### src/rtl/menu_pkg.sv
// Shared constants for the menu, game and score display blocks:
// mode encodings, 7-segment glyphs {g,f,e,d,c,b,a} and the default start key.
package menu_pkg;

  typedef enum logic [1:0] {
    MODE_STATIC       = 2'd0,
    MODE_SCROLL       = 2'd1,
    MODE_BLINK        = 2'd2,
    MODE_SCROLL_BLINK = 2'd3
  } mode_e;

  localparam logic [6:0] SEG_BLANK = 7'b0000000;
  localparam logic [6:0] SEG_0     = 7'b0111111;
  localparam logic [6:0] SEG_1     = 7'b0000110;
  localparam logic [6:0] SEG_2     = 7'b1011011;
  localparam logic [6:0] SEG_3     = 7'b1001111;
  localparam logic [6:0] SEG_4     = 7'b1100110;
  localparam logic [6:0] SEG_5     = 7'b1101101;
  localparam logic [6:0] SEG_6     = 7'b1111101;
  localparam logic [6:0] SEG_7     = 7'b0000111;
  localparam logic [6:0] SEG_8     = 7'b1111111;
  localparam logic [6:0] SEG_9     = 7'b1101111;
  localparam logic [6:0] SEG_P     = 7'b1110011;
  localparam logic [6:0] SEG_R     = 7'b1010000;
  localparam logic [6:0] SEG_E     = 7'b1111001;
  localparam logic [6:0] SEG_S     = 7'b1101101;

  localparam logic [11:0] START_KEY_DEFAULT = 12'b0000_0000_0001;

endpackage

### src/rtl/scan_tick_gen.sv
// Free-running prescaler: one-cycle tick every DIV enabled clocks.
// Freezes (and suppresses tick) while enable is low.
module scan_tick_gen #(
  parameter int DIV = 25000
) (
  input  logic clk,
  input  logic rst,
  input  logic enable,
  output logic tick
);

  localparam int CW = (DIV > 1) ? $clog2(DIV) : 1;

  logic [CW-1:0] count_reg;

  assign tick = enable && (count_reg == CW'(DIV - 1));

  always_ff @(posedge clk) begin
    if (rst) begin
      count_reg <= '0;
    end else if (tick) begin
      count_reg <= '0;
    end else if (enable) begin
      count_reg <= count_reg + 1'b1;
    end
  end

endmodule

### src/rtl/menu_display_scan.sv
// Main-menu display: multiplexes a message buffer onto N 7-segment digits
// with scroll/blink effects, and issues a debounced start pulse from the keypad.
module menu_display_scan
  import menu_pkg::*;
#(
  parameter int NUM_DIGITS    = 8,
  parameter int MSG_LEN       = 16,
  parameter int SCAN_DIV      = 25000,
  parameter int SCROLL_FRAMES = 64,
  parameter int KEY_W         = 12,
  parameter logic [KEY_W-1:0] START_KEY = KEY_W'(START_KEY_DEFAULT),
  parameter int DEBOUNCE      = 3
) (
  input  logic                       clk,
  input  logic                       rst,
  input  logic                       enable,
  input  logic [1:0]                 mode,
  input  logic                       msg_we,
  input  logic [$clog2(MSG_LEN)-1:0] msg_addr,
  input  logic [6:0]                 msg_char,
  input  logic                       rearm,
  input  logic [KEY_W-1:0]           key_data,
  output logic                       start_pulse,
  output logic                       menu_active,
  output logic [NUM_DIGITS-1:0]      seg_com,
  output logic [6:0]                 seg_txt
);

  localparam int ADDR_W  = $clog2(MSG_LEN);
  localparam int IDX_W   = (NUM_DIGITS > 1) ? $clog2(NUM_DIGITS) : 1;
  localparam int FRAME_W = (SCROLL_FRAMES > 1) ? $clog2(SCROLL_FRAMES) : 1;
  localparam int DB_W    = $clog2(DEBOUNCE + 1);

  logic                  tick;
  logic [IDX_W-1:0]      idx_reg;
  logic [ADDR_W-1:0]     offset_reg;
  logic [FRAME_W-1:0]    frame_reg;
  logic                  phase_reg;
  logic [DB_W-1:0]       db_cnt_reg;
  logic                  menu_active_reg;
  logic                  start_pulse_reg;
  logic [NUM_DIGITS-1:0] seg_com_reg;
  logic [6:0]            seg_txt_reg;
  logic [6:0]            msg_buf [MSG_LEN];

  logic                  frame_end;
  logic                  frame_wrap;
  logic [ADDR_W-1:0]     rd_addr;
  logic [NUM_DIGITS-1:0] com_pattern;
  logic                  key_match;
  logic [DB_W-1:0]       db_next;
  logic                  db_done;

  scan_tick_gen #(.DIV(SCAN_DIV)) u_tick (
    .clk    (clk),
    .rst    (rst),
    .enable (enable),
    .tick   (tick)
  );

  assign frame_end  = tick && (idx_reg == IDX_W'(NUM_DIGITS - 1));
  assign frame_wrap = frame_end && (frame_reg == FRAME_W'(SCROLL_FRAMES - 1));
  assign rd_addr    = offset_reg + ADDR_W'(idx_reg);

  // Digit idx 0 sits on the MSB of the common lines.
  for (genvar gi = 0; gi < NUM_DIGITS; gi++) begin : g_com
    assign com_pattern[gi] = (idx_reg != IDX_W'(NUM_DIGITS - 1 - gi));
  end

  assign key_match = (key_data == START_KEY);
  assign db_next   = !key_match ? '0 :
                     (db_cnt_reg == DB_W'(DEBOUNCE)) ? db_cnt_reg : db_cnt_reg + 1'b1;
  // Fires only on the transition into saturation, so a held key cannot retrigger.
  assign db_done   = tick && menu_active_reg && key_match &&
                     (db_cnt_reg == DB_W'(DEBOUNCE - 1));

  always_ff @(posedge clk) begin
    if (rst) begin
      for (int i = 0; i < MSG_LEN; i++) msg_buf[i] <= '0;
    end else if (msg_we) begin
      msg_buf[msg_addr] <= msg_char;
    end
  end

  always_ff @(posedge clk) begin
    if (rst) begin
      idx_reg         <= '0;
      offset_reg      <= '0;
      frame_reg       <= '0;
      phase_reg       <= 1'b0;
      db_cnt_reg      <= '0;
      menu_active_reg <= 1'b1;
      start_pulse_reg <= 1'b0;
      seg_com_reg     <= '1;
      seg_txt_reg     <= '0;
    end else begin
      start_pulse_reg <= 1'b0;

      if (tick) begin
        idx_reg <= frame_end ? '0 : idx_reg + 1'b1;
        if (frame_end) frame_reg <= frame_wrap ? '0 : frame_reg + 1'b1;
        if (frame_wrap) begin
          if (mode[0]) offset_reg <= offset_reg + 1'b1;
          if (mode[1]) phase_reg <= ~phase_reg;
          if (mode == MODE_STATIC) begin
            offset_reg <= '0;
            phase_reg  <= 1'b0;
          end
        end
      end

      if (!enable) begin
        seg_com_reg <= '1;
        seg_txt_reg <= '0;
      end else if (tick) begin
        seg_com_reg <= com_pattern;
        seg_txt_reg <= (phase_reg && mode[1]) ? SEG_BLANK : msg_buf[rd_addr];
      end

      if (!menu_active_reg) db_cnt_reg <= '0;
      else if (tick) db_cnt_reg <= db_next;

      if (rearm) begin
        menu_active_reg <= 1'b1;
      end else if (db_done) begin
        menu_active_reg <= 1'b0;
        start_pulse_reg <= 1'b1;
      end
    end
  end

  assign start_pulse = start_pulse_reg;
  assign menu_active = menu_active_reg;
  assign seg_com     = seg_com_reg;
  assign seg_txt     = seg_txt_reg;

endmodule

### config.mk
export PLATFORM = sky130hd
export DESIGN_NAME = menu_display_scan
export DESIGN_NICKNAME = d
export VERILOG_FILES = /design/src/rtl/menu_pkg.sv /design/src/rtl/scan_tick_gen.sv /design/src/rtl/menu_display_scan.sv
export SDC_FILE = /design/constraint.sdc
export NUM_CORES = 1
export LEC_CHECK = 0
export BUFFER_PORTS_ARGS = -buffer_cell sky130_fd_sc_hd__buf_2
export CAP_MARGIN = 20
export CORE_UTILIZATION = 55
export CTS_CLUSTER_SIZE = 10
export DETAILED_ROUTE_END_ITERATION = 10
export HOLD_SLACK_MARGIN = 0.1
export PLACE_DENSITY = 0.87
export SLEW_MARGIN = 20
export SYNTH_ARGS = -nofsm -noshare
export SYNTH_HDL_FRONTEND = slang
export SYNTH_HIERARCHICAL = 1
export SYNTH_SLANG_ARGS = --single-unit
export TNS_END_PERCENT = 10
### constraint.sdc
create_clock -name clk -period 2.1 [get_ports clk]
set_input_delay 0.105 -clock clk [delete_from_list [all_inputs] [get_ports clk]]
set_output_delay 0.105 -clock clk [all_outputs]
set_load 0.05 [all_outputs]
==> results.cfg <==
[timing]
hold_viol = 0
max_slew_margin = 0.423
period_minus_slack_ns = 2.23
slew_viol_final = 0
worst_slack_ns = -0.132
setup_tns_ns = -0.624
fmax_ghz = 0.448
fin_crit_sh = 1.06
skew_ns = 0.0125
worstMarginPinSlew_ns = 0.864
finalSetupViolCount = 10
rsz0062_at_grt = yes

[route]
drc = 0
ant_nets = 0
vias_per_cell = 5.98
vias = 5229
wirelength_um = 18100
drt_iter0_drc = 509
wl_per_cell_um = 20.7
first_pass_iters = 5

[finish]
fill_cells = 856
area_growth_pct = 18.2
largest_reg_flops = 112
drive_gt1_frac = 0.245
num-nets-final = 731
post-route-util = 0.667
n_antenna_cell = 0
stdcell_count = 874

[synth]
synth-main-ff-cell = edfxtp_1
synth-seq-cells = 160
yosysSeqAreaShare = 0.576
netlist_area_sq_mm = 0.00750
synthTopCellsByArea = edfxtp_1 45%, dfxtp_1 13%, and2_1 9.4%
yosysTopAreaCell = edfxtp_1
synthArstFlopShare = 0
synth_top_area_frac = 0.448
syn_avg_cell_area_sq_um = 12.5
synth_top_cells_by_count = 113 x and2_1, 112 x edfxtp_1, 54 x nand2_1, 48 x dfxtp_1, 41 x nor2_1
synth.distinct_cells = 51
synth_nets = 647
syn_inst = 602
synth_most_common_cell = and2_1
ys_warn_count = 6
synth-edff-count = 112

[cts]
htreeDepth = 4
clk_path_buf_depth = 2
clk_latency_ns = 0.43
clock_sinks = 160
clkTransAtPathRegs_ns = 0.06
cts_tree = yes
cts_made_buffers = 17
clockRootBuffer = clkbuf_16

[job]
maxCapViolations = 0

[setup_path]
r2r_start = idx_reg[0]
arrival_ns = 2.54
required_ns = 2.40
setup.worst_path.start_class = flip-flop
cp_max_fo = 16
worstSetupPathType = reg2reg
crit_start = idx_reg[0]
crit_path_end_kind = flip-flop

[global_routing]
grt_max_degree = 24
grt_pass1_wl_um = 28200
grt_pass1_vias = 5285
gr-total-overflow = 0
antenna_found_initial = 0
gr-usage-all-layers = 0.271

[die]
die_area_sq_mm = 0.0141
num_io_pins = 47
num_rows = 42
start_util = 0.564
core_area_sq_mm = 0.0133
die_w_um = 119
die_y_um = 119

[power_and_ir_drop]
p_per_area_mw_per_mm2 = 776
power_mw = 6.88
max-vdd-ir-drop_uv = 625
cellLeakagePower_nw = 3.30

[placed_design]
gp_congestion = 0.790
place_hpwl_um = 11800
pre_cts_ws_ns = -0.452
portBuffers = 46
dpl.cell_count = 838

[outcome]
violations = setup timing
status = finished with violations

[min_path]
min_path_type = in2reg
hold_start = rst
-- report_power, final --
group | internal (mW) | total, mW | switching [mW]
clock network | 1.84 | 3.05 | 1.21
logic | 0.109 | 0.282 | 0.172
registers | 3.50 | 3.55 | 0.0518
total | 5.45 | 6.88 | 1.43
-- stage by stage --
step | cell area [sq um] | hold slack, ns
final | 8870 | 0.133
after global routing | 8870 | 0.138
after CTS | 8800 | 0.109
after detailed placement | 8160 | 0.306
after global placement | 8160 | 0.288
after floorplan | 7510 | 0.177
-- metal layers --
metal	track usage	wire length, um	part of all wire	up-vias
met5	0	0	0	-
met4	0.145	778	0.043	0
met3	0.0676	1270	0.070	62
met2	0.447	9170	0.51	258
met1	0.327	6870	0.38	2582
li1	-	-	-	2327
-- area by class of cell --
class / count / area (sq um) / share of cell area
Sequential cell: 160 / 4330 / 0.488
Multi-Input combinational cell: 407 / 3090 / 0.349
Timing Repair Buffer: 91 / 619 / 0.0698
Clock buffer: 18 / 429 / 0.0484
Tap cell: 176 / 220 / 0.0248
Clock inverter: 13 / 143 / 0.0161
Inverter: 9 / 33.8 / 0.00381
-- cell families after synthesis --
group / count (synthesis) / share of synthesized area
muxes: 34 / 0.101
DFF: 160 / 0.576
xor gates and xnor gates: 18 / 0.0210
adders and majority gates: 15 / 0.0260
AOI/OAI and AO/OA: 51 / 0.0405
buffers and inverters: 35 / 0.0243
and+or+nand+nor: 289 / 0.211
-- cells in the final DEF, fill, tap and decap left out, drive strengths merged, types with 13 or more instances in the layout --
master / synthesis / final
mux4: 28 / 28
xnor2: 13 / 13
o21ai: 14 / 14
clkbuf: 13 / 18
nor2: 41 / 41
ha: 14 / 14
and2: 113 / 113
edfxtp: 112 / 112
nand2: 54 / 54
a21oi: 23 / 23
dfxtp: 48 / 48
or2: 17 / 17
buf: 13 / 87
-- worst max-delay path, cell delays in order, from the launching register on --
cell and delay, ns:
dfxtp_1 0.32, ha_2 0.19, fa_2 0.58, buf_12 0.16, mux4_2 0.30, nand2_1 0.13, a21oi_1 0.11, a211o_1 0.30
-- final timing paths --
path | end | depth (start not counted) | slack [ns]
hold / removal | frame_reg[0] | 2 | 0.13
hold reg to reg | seg_txt[5] | 1 | 0.46
setup / recovery | seg_txt[1] | 7 | -0.13
setup reg to reg | seg_txt[1] | 7 | -0.13
-- timing repair --
item | CTS | global route
buffers inserted | 0 | 1
pin swaps | 4 | 2
endpoints found under the setup margin | 20 | 21
endpoints found under the hold margin | 8 | 0
hold buffers | 4 | 0
gates cloned | 0 | 0
gates resized for setup | 10 | 16
Note: power is estimated with default switching activity, not from simulation.
